===== src/rtl/switch_debounce_edge.sv =====
// Multi-channel push-button conditioner: two-flop synchronizer, per-channel
// debounce FSM, registered debounced level plus one-cycle rise/fall strobes.
module switch_debounce_edge #(
  parameter int NUM_SWITCHES   = 4,
  parameter int DEBOUNCE_LIMIT = 250000,
  parameter int CNT_W          = $clog2(DEBOUNCE_LIMIT + 1)
) (
  input  logic                    i_Clk,
  input  logic                    i_Rst_L,
  input  logic [NUM_SWITCHES-1:0] i_Switch,
  output logic [NUM_SWITCHES-1:0] o_Switch,
  output logic [NUM_SWITCHES-1:0] o_Rise,
  output logic [NUM_SWITCHES-1:0] o_Fall
);

  typedef enum logic [1:0] {
    S_LOW      = 2'd0,
    S_RISE_CHK = 2'd1,
    S_HIGH     = 2'd2,
    S_FALL_CHK = 2'd3
  } state_t;

  localparam logic [CNT_W-1:0] LIMIT = CNT_W'(DEBOUNCE_LIMIT);
  localparam logic [CNT_W-1:0] ONE   = CNT_W'(1);

  logic [NUM_SWITCHES-1:0] sync1;
  logic [NUM_SWITCHES-1:0] sync2;

  always_ff @(posedge i_Clk or negedge i_Rst_L) begin
    if (!i_Rst_L) begin
      sync1 <= '0;
      sync2 <= '0;
    end else begin
      sync1 <= i_Switch;
      sync2 <= sync1;
    end
  end

  for (genvar n = 0; n < NUM_SWITCHES; n++) begin : g_ch
    state_t           state_q;
    logic [CNT_W-1:0] cnt_q;
    logic             level_q;
    logic             rise_q;
    logic             fall_q;

    // The level register is updated on the same edge as the state change into
    // S_HIGH/S_LOW, so the strobe lines up with the first cycle of the new level.
    always_ff @(posedge i_Clk or negedge i_Rst_L) begin
      if (!i_Rst_L) begin
        state_q <= S_LOW;
        cnt_q   <= '0;
        level_q <= 1'b0;
        rise_q  <= 1'b0;
        fall_q  <= 1'b0;
      end else begin
        rise_q <= 1'b0;
        fall_q <= 1'b0;
        case (state_q)
          S_LOW: begin
            if (sync2[n]) begin
              state_q <= S_RISE_CHK;
              cnt_q   <= ONE;
            end
          end
          S_RISE_CHK: begin
            if (!sync2[n]) begin
              state_q <= S_LOW;
              cnt_q   <= '0;
            end else if (cnt_q == LIMIT) begin
              state_q <= S_HIGH;
              cnt_q   <= '0;
              level_q <= 1'b1;
              rise_q  <= 1'b1;
            end else begin
              cnt_q <= cnt_q + ONE;
            end
          end
          S_HIGH: begin
            if (!sync2[n]) begin
              state_q <= S_FALL_CHK;
              cnt_q   <= ONE;
            end
          end
          S_FALL_CHK: begin
            if (sync2[n]) begin
              state_q <= S_HIGH;
              cnt_q   <= '0;
            end else if (cnt_q == LIMIT) begin
              state_q <= S_LOW;
              cnt_q   <= '0;
              level_q <= 1'b0;
              fall_q  <= 1'b1;
            end else begin
              cnt_q <= cnt_q + ONE;
            end
          end
          default: begin
            state_q <= S_LOW;
            cnt_q   <= '0;
            level_q <= 1'b0;
          end
        endcase
      end
    end

    assign o_Switch[n] = level_q;
    assign o_Rise[n]   = rise_q;
    assign o_Fall[n]   = fall_q;
  end

endmodule


===== config.mk =====
export PLATFORM = sky130hd
export DESIGN_NAME = switch_debounce_edge
export DESIGN_NICKNAME = d
export VERILOG_FILES = /design/src/rtl/switch_debounce_edge.sv
export SDC_FILE = /design/constraint.sdc
export NUM_CORES = 1
export LEC_CHECK = 0
export ABC_AREA = 0
export CORE_ASPECT_RATIO = 1.25
export CORE_MARGIN = 5
export CORE_UTILIZATION = 45
export DETAILED_ROUTE_END_ITERATION = 10
export GPL_TIMING_DRIVEN = 0
export SYNTH_ARGS = -nofsm -noshare
export SYNTH_HDL_FRONTEND = slang
export SYNTH_SLANG_ARGS = --single-unit

===== constraint.sdc =====
create_clock -name i_Clk -period 2 [get_ports i_Clk]
set_input_delay 0.3 -clock i_Clk [delete_from_list [all_inputs] [get_ports i_Clk]]
set_output_delay 0.3 -clock i_Clk [all_outputs]
set_load 0.005 [all_outputs]

==> results of run 1 <==
synth_stat cells (9+ instances only):
cell and instances:
a21o_1 21, nor3_1 21, or3_1 10, nor4_1 13, buf_4 12, nand4_1 22
o21ai_0 35, inv_1 26, nor3b_1 12, nand2_1 58, mux2i_1 10, nand3_1 55
a21oi_1 20, dfrtp_1 100, buf_2 9, nor2_1 29
timing repair:
item / CTS / global route
gates resized for setup: 12 / 30
pin swaps: 3 / 8
setup buffers: 6 / 6
gates cloned: 0 / 1
endpoints found under the setup margin: 32 / 59
per-layer routing:
layer  vias up  global-route usage [%]  wire length (um)
met3        26                    2.79               411
met2        94                    27.8              5840
li1       2200                       -                 -
met4         0                    8.07               370
met5         -                       0                 0
met1      2234                    23.6              5450
flip-flops by register name (all words and copies together), names as in the netlist, named ones only:
register	count
g_ch.cnt_q	72
g_ch.fall_q	4
g_ch.level_q	4
g_ch.rise_q	4
g_ch.state_q	4
sync1	4
sync2	4
kinds of logic (layout without fill, tap and decap cells):
logic type | count (synthesis) | after routing
xor+xnor | 12 | 12
mux | 12 | 12
simple gates | 269 | 269
flops | 100 | 100
fa+ha+maj | 8 | 8
buf+inv | 55 | 101
compound gates | 125 | 125
worst max path at each step:
stage	from	to	slack, ns	cells after the start
final	g_ch[2].cnt_q[9]$_DFFE_PN0P_	g_ch[2].cnt_q[7]$_DFFE_PN0P_	-0.05	5
after global routing	g_ch[2].cnt_q[0]$_DFFE_PN0P_	g_ch[2].cnt_q[7]$_DFFE_PN0P_	-0.12	7
after CTS	g_ch[1].cnt_q[0]$_DFFE_PN0P_	g_ch[1].cnt_q[2]$_DFFE_PN0P_	-0.03	8
after detailed placement	g_ch[1].cnt_q[0]$_DFFE_PN0P_	g_ch[1].cnt_q[2]$_DFFE_PN0P_	-0.21	8
after global placement	i_Rst_L	g_ch[1].cnt_q[0]$_DFFE_PN0P_	-3.31	1
after floorplan	g_ch[2].cnt_q[5]$_DFFE_PN0P_	g_ch[2].cnt_q[11]$_DFFE_PN0P_	0.1	7
stage by stage:
step / TNS, ns / util (%) / hold WS (ns) / total power [mW]
6_report: -0.0571 / 54.8 / 0.0439 / 4.36
2_1_floorplan: 0 / - / 0.00441 / 2.30
3_5_place_dp: -2.07 / 49.5 / 0.338 / 2.42
4_1_cts: -0.0341 / 53.1 / 0.0854 / 4.37
3_3_place_gp: -331.69 / 49.3 / 0.334 / 2.41
5_1_grt: -0.915 / 54.8 / 0.137 / 4.51
area by class of cell:
type / instances / area (um^2) / area share (%)
Inverter: 26 / 97.6 / 1.53
Multi-Input combinational cell: 426 / 2770 / 43.3
Buffer: 28 / 184 / 2.88
Clock buffer: 11 / 243 / 3.80
Sequential cell: 100 / 2500 / 39.2
Timing Repair Buffer: 31 / 307 / 4.80
Clock inverter: 5 / 85.1 / 1.33
Tap cell: 161 / 201 / 3.15
power by group through the flow:
stage	clock, mW	sequential [mW]	combinational (mW)
finish	1.93	2.10	0.324
global route	2.04	2.11	0.364
CTS	1.97	2.10	0.292
detailed placement	0	2.14	0.278
global placement	0	2.14	0.268
floorplan	0	2.13	0.168
critical path: cells and delay by family (launching register included):
kind             cells  cell delay (ns)
AO/OA/AOI/OAI        3             0.59
flip-flops           1             0.45
AND/OR/NAND/NOR      2             0.89
==> reports/results.ini, run 1 <==
[status]
status = finished with violations
violations = setup timing

[die]
row_count = 44
die_area_um2 = 14300
start_util_pct = 46.2
die_w_um = 108
io_pins = 18
core_region_area_um2 = 11700
die_height_um = 132

[clock_network]
htreeDepth = 3
clkSlewWorstSetupHoldPaths_ns = 0.07
cts_buffers = 9
clock-root-buffer = clkbuf_16
cts_tree = done
hold_buffers = 0
cts_max_path_buffers = 2
insertion_delay_ns = 0.35
cts.sinks = 100

[critical_path]
reg2reg_from = g_ch[2].cnt_q[9]$_DFFE_PN0P_
r2r_setup_slack_ns = -0.05
cp.arrival_ns = 2.29
reg2regPathDepth = 5
crit_required_ns = 2.24
critPathKind = reg2reg
cpMaxStageDelayCell = or4b_4
end_kind = register
r2r_end = g_ch[2].cnt_q[7]$_DFFE_PN0P_
path_cells = or4b_4 > nor4_4 > a21o_2 > o22ai_2 > a21o_1
critical_path.max_stage_delay_ns = 0.52
cp-start-kind = register
cp_max_fo = 6

[detailed_routing]
drtPass1Iterations = 5
ant_nets = 0
wl_per_cell_um = 15.3
vias = 4554
drcViolationCount = 0
drt-total-wl_mm = 12.1
routed_via_density = 5.78
drt_iter0_markers = 214

[grt]
grt_max_degree = 65
grt_pass1_wl_mm = 20.5
gr-total-overflow = 0
grt_pass1_vias = 4311
grt_usage_pct = 17.6
antenna_found_initial = 0

[pwr]
combPwrFrac_pct = 7.4
p_sw_share_pct = 23.8
peakVddDrop_v = 0.000465
powerDensity_nw_per_um2 = 682
switchingPower_mw = 1.04
seqPwrFrac_pct = 48.2
p_leak_nw = 2.70
pwr-share-clk_pct = 44.3
p_int_mw = 3.32

[synth]
synthArstFlopShare_pct = 100
syn_avg_cell_area_um2 = 9.27
synth-compound-area-share_pct = 15.2
synth_nets = 595
syn_area_um2 = 5390
synthAdderAreaFrac_pct = 1.86
synthCells = 581
yosys_register_bits = 100
synth_cell_types = 54
post-synth-top-area-cell = dfrtp_1
yosys.area_share.simple_pct = 27.2
yosysWarnings = 0
ys_top_cells_by_area = dfrtp_1 46%, nand3_1 5.1%, nand2_1 4.0%, o21ai_0 3.3%, a21o_1 2.9%
dominantRegCellSynth = dfrtp_1
yosysTopAreaCellShare_pct = 46.4
synth_mux_area_share_pct = 2.28
synth_enable_flop_cells = 0
synth_top_family_by_area = simple AND/OR/NAND/NOR gates
synth-xor-area-share_pct = 1.95
seq_area_frac_synth_pct = 46.4

[sta]
grt_setup_unrepaired = true
relSlewSlack_pct = 45.1
postLayoutSetupSlackWorst_ns = -0.0525
finalSetupViolCount = 3
fin_skew_ns = 0.00510
drv_slew = 0
hold_viol_final = 0
fin_crit_sh_pct = 103
period_minus_slack_ns = 2.05
worst-slew-pin-transition_ns = 0.824
max_freq_mhz = 487

[cells_and_area]
fin_nets = 636
fill_cells = 1065
final_common_cell = dfrtp_1
diodes = 0
final_layout_size_suffix_gt1_share_pct = 15.5
final_cell_area_um2 = 6390
final_cell_mix = 99 x dfrtp_1, 57 x nand2_1, 55 x nand3_1, 32 x o21ai_0, 27 x nor2_1
layout.cells.non_filler = 788
area_growth_pct = 18.6

[placed_design]
gp_congestion = 0.868
place_ws_ns = -0.214
post-dp-hpwl_mm = 7.94
placement.cell_area_um2 = 5780
placedCellCount = 760
io_buffers = 17

[hold_path]
hold_path_class = in2async

[run]
cap_violations = 0

Power figures use the tool's default switching activity.
==> run 2, diff against run 1 <==
--- a/config.mk
+++ b/config.mk
@@ -10,6 +10,7 @@
 export CORE_MARGIN = 5
 export CORE_UTILIZATION = 45
 export DETAILED_ROUTE_END_ITERATION = 10
+export GPL_ROUTABILITY_DRIVEN = 0
 export GPL_TIMING_DRIVEN = 0
 export SYNTH_ARGS = -nofsm -noshare
 export SYNTH_HDL_FRONTEND = slang
==> results of run 2 <==
Final layout, timing and power as in run 1 (identical DEF).
==> run 3, diff against run 2 <==
--- a/config.mk
+++ b/config.mk
@@ -8,7 +8,7 @@
 export ABC_AREA = 0
 export CORE_ASPECT_RATIO = 1.25
 export CORE_MARGIN = 5
-export CORE_UTILIZATION = 45
+export CORE_UTILIZATION = 35
 export DETAILED_ROUTE_END_ITERATION = 10
 export GPL_ROUTABILITY_DRIVEN = 0
 export GPL_TIMING_DRIVEN = 0
==> run 3 against run 2 <==
Against the previous run: the flow still finishes with violations (setup timing); die area up 26%; fmax up 2.4%; power up 0.15%; critical path type unchanged; clock power about the same.
==> reports/results.ini, run 3 (synthesis gave the netlist of run 1 again) <==
[status]
status = finished with violations  ; unchanged
violations = setup timing  ; unchanged

[run]
cap_violations = 0  ; unchanged

[clock_network]
cts_tree = done  ; unchanged
clkSlewWorstSetupHoldPaths_ns = 0.07  ; about the same
clock-root-buffer = clkbuf_16  ; unchanged
cts_max_path_buffers = 2  ; unchanged
insertion_delay_ns = 0.36  ; was 0.35 ns
htreeDepth = 3  ; unchanged
cts.sinks = 100  ; unchanged
cts_buffers = 9  ; unchanged

[sta]
fin_skew_ns = 0.0144  ; was 0.00510 ns
worst-slew-pin-transition_ns = 0.708  ; was 0.824 ns
relSlewSlack_pct = 52.4  ; was 45.1%
drv_slew = 0  ; unchanged
finalSetupViolCount = 1  ; was 3
fin_crit_sh_pct = 100  ; was 103%
postLayoutSetupSlackWorst_ns = -0.00400  ; was -0.0525 ns
max_freq_mhz = 499  ; was 487 MHz
grt_setup_unrepaired = true  ; unchanged
period_minus_slack_ns = 2.00  ; was 2.05 ns
hold_viol_final = 0  ; unchanged

[critical_path]
cp_max_fo = 6  ; unchanged
cp-start-kind = register  ; unchanged
cp.arrival_ns = 2.24  ; was 2.29 ns
critPathKind = reg2reg  ; unchanged
crit_required_ns = 2.24  ; about the same
r2r_setup_slack_ns = -0.004  ; was -0.05 ns
cpMaxStageDelayCell = or4b_4  ; unchanged
critPathCapture = g_ch[2].cnt_q[11]$_DFFE_PN0P_  ; was g_ch[2].cnt_q[7]$_DFFE_PN0P_
r2r_end = g_ch[2].cnt_q[11]$_DFFE_PN0P_  ; was g_ch[2].cnt_q[7]$_DFFE_PN0P_
critical_path.max_stage_delay_ns = 0.55  ; was 0.52 ns
reg2regPathDepth = 7  ; was 5
path_cells = or4b_4 > nor4_4 > buf_4 > a21oi_4 > buf_8 > a21oi_2 > o22ai_1  ; was or4b_4 > nor4_4 > a21o_2 > o22ai_2 > a21o_1
end_kind = register  ; unchanged
cp-startpoint = g_ch[2].cnt_q[10]$_DFFE_PN0P_  ; was g_ch[2].cnt_q[9]$_DFFE_PN0P_
reg2reg_from = g_ch[2].cnt_q[10]$_DFFE_PN0P_  ; was g_ch[2].cnt_q[9]$_DFFE_PN0P_

[die]
die_w_um = 121  ; was 108 um
core_region_area_um2 = 15100  ; was 11700 um^2
die_area_um2 = 18000  ; was 14300 um^2
io_pins = 18  ; unchanged
row_count = 50  ; was 44
die_height_um = 149  ; was 132 um
start_util_pct = 35.7  ; was 46.2%

[grt]
antenna_found_initial = 0  ; unchanged
grt_pass1_wl_mm = 21.1  ; was 20.5 mm
gr-total-overflow = 0  ; unchanged
grt_usage_pct = 14.2  ; was 17.6%
grt_max_degree = 69  ; was 65
grt_pass1_vias = 4427  ; was 4311

[detailed_routing]
drt_iter0_markers = 287  ; was 214
ant_nets = 0  ; unchanged
routed_via_density = 5.42  ; was 5.78
drt-total-wl_mm = 12.3  ; was 12.1 mm
drtPass1Iterations = 4  ; was 5
drcViolationCount = 0  ; unchanged
vias = 4549  ; was 4554
wl_per_cell_um = 14.7  ; was 15.3 um

[placed_design]
io_buffers = 17  ; unchanged
placement.cell_area_um2 = 5840  ; was 5780 um^2
placedCellCount = 807  ; was 760
post-dp-hpwl_mm = 8.34  ; was 7.94 mm

[cells_and_area]
fin_nets = 640  ; was 636
diodes = 0  ; unchanged
final_common_cell = dfrtp_1  ; unchanged
largest_register_ffs = 72  ; unchanged
fill_cells = 1454  ; was 1065
final_layout_size_suffix_gt1_share_pct = 17.0  ; was 15.5%
largest_register = g_ch.cnt_q  ; unchanged
final_cell_area_um2 = 6500  ; was 6390 um^2
layout.cells.non_filler = 839  ; was 788
area_growth_pct = 20.7  ; was 18.6%
final_cell_mix = 96 x dfrtp_1, 57 x nand2_1, 55 x nand3_1, 32 x o21ai_0  ; was 99 x dfrtp_1, 57 x nand2_1, 55 x nand3_1, 32 x o21ai_0, 27 x nor2_1

[pwr]
combPwrFrac_pct = 7.3  ; was 7.4%
p_sw_share_pct = 24.4  ; was 23.8%
peakVddDrop_v = 0.000311  ; was 0.000465 V
p_int_mw = 3.30  ; was 3.32 mW
seqPwrFrac_pct = 48.2  ; about the same
p_leak_nw = 2.73  ; was 2.70 nW
pwr-share-clk_pct = 44.5  ; was 44.3%
powerDensity_nw_per_um2 = 671  ; was 682 nW/um^2
switchingPower_mw = 1.07  ; was 1.04 mW

[hold_path]
hold_path_class = reg2reg  ; was in2async

-- run 3: how the worst min path moves through the flow --
stage / start / to / slack, ns / depth (start not counted)
3_3_place_gp: sync1[2]$_DFF_PN0_ / sync2[2]$_DFF_PN0_ / 0.34 / 0
5_1_grt: sync1[2]$_DFF_PN0_ / sync2[2]$_DFF_PN0_ / 0.37 / 0
3_5_place_dp: i_Rst_L / sync1[0]$_DFF_PN0_ / 0.29 / 1
2_1_floorplan: i_Rst_L / async pin / 0.004 / 0
4_1_cts: sync1[3]$_DFF_PN0_ / sync2[3]$_DFF_PN0_ / 0.36 / 0
6_report: sync1[3]$_DFF_PN0_ / sync2[3]$_DFF_PN0_ / 0.36 / 0
-- run 3: layout make-up --
cell class / count / area (um^2) / share of cell area, %
plain buffers: 29 / 189 / 2.90
clock buffers: 9 / 225 / 3.46
clock inverters: 7 / 104 / 1.60
inverters: 26 / 97.6 / 1.50
multi-input cells: 426 / 2780 / 42.8
flip-flops and latches: 100 / 2510 / 38.5
well taps: 208 / 260 / 4.00
repair buffers: 34 / 339 / 5.21
-- run 3: through the flow --
stage          hold WS, ns  setup TNS, ns  util, %  power [mW]  worst slack [ns]
6_report             0.355       -0.00400     43.1        4.36          -0.00400
5_1_grt              0.370         -0.606     43.1        4.55           -0.0851
2_1_floorplan      0.00441              0        -        2.30            0.0969
4_1_cts              0.359       -0.00192     41.6        4.39          -0.00192
3_5_place_dp         0.292          -1.86     38.8        2.42            -0.128
3_3_place_gp         0.339        -328.24     38.6        2.41             -3.28
-- run 3: power groups by stage --
stage	combinational (mW)	clock (mW)	sequential, mW
finish	0.319	1.94	2.10
global placement	0.264	0	2.14
CTS	0.294	2.00	2.10
detailed placement	0.275	0	2.14
global route	0.363	2.08	2.11
floorplan	0.168	0	2.13
-- run 3: routing by layer --
metal / GRT usage [%] / up-vias / wire length, um / part of all wire [%]
met1: 18.4 / 2249 / 5650 / 46
li1: - / 2198 / - / -
met3: 2.36 / 14 / 389 / 3.2
met5: 0 / - / 0 / 0
met2: 23.3 / 88 / 6060 / 49
met4: 6.12 / 0 / 208 / 1.7
-- run 3: what timing repair did --
| item | in CTS | in global routing |
|---|---|---|
| hold endpoints to repair | 32 | 0 |
| pin swaps | 3 | 4 |
| gates cloned | 0 | 1 |
| setup buffers | 6 | 8 |
| setup endpoints to repair | 36 | 48 |
| hold buffers | 1 | 0 |
| gates resized for setup | 12 | 36 |
-- run 3: worst max-delay path, delay by kind of cell (launching register included) --
kind            cells  cell delay (ns)
simple gates        2             0.83
flops               1             0.42
buf+inv             2             0.35
compound gates      3             0.30
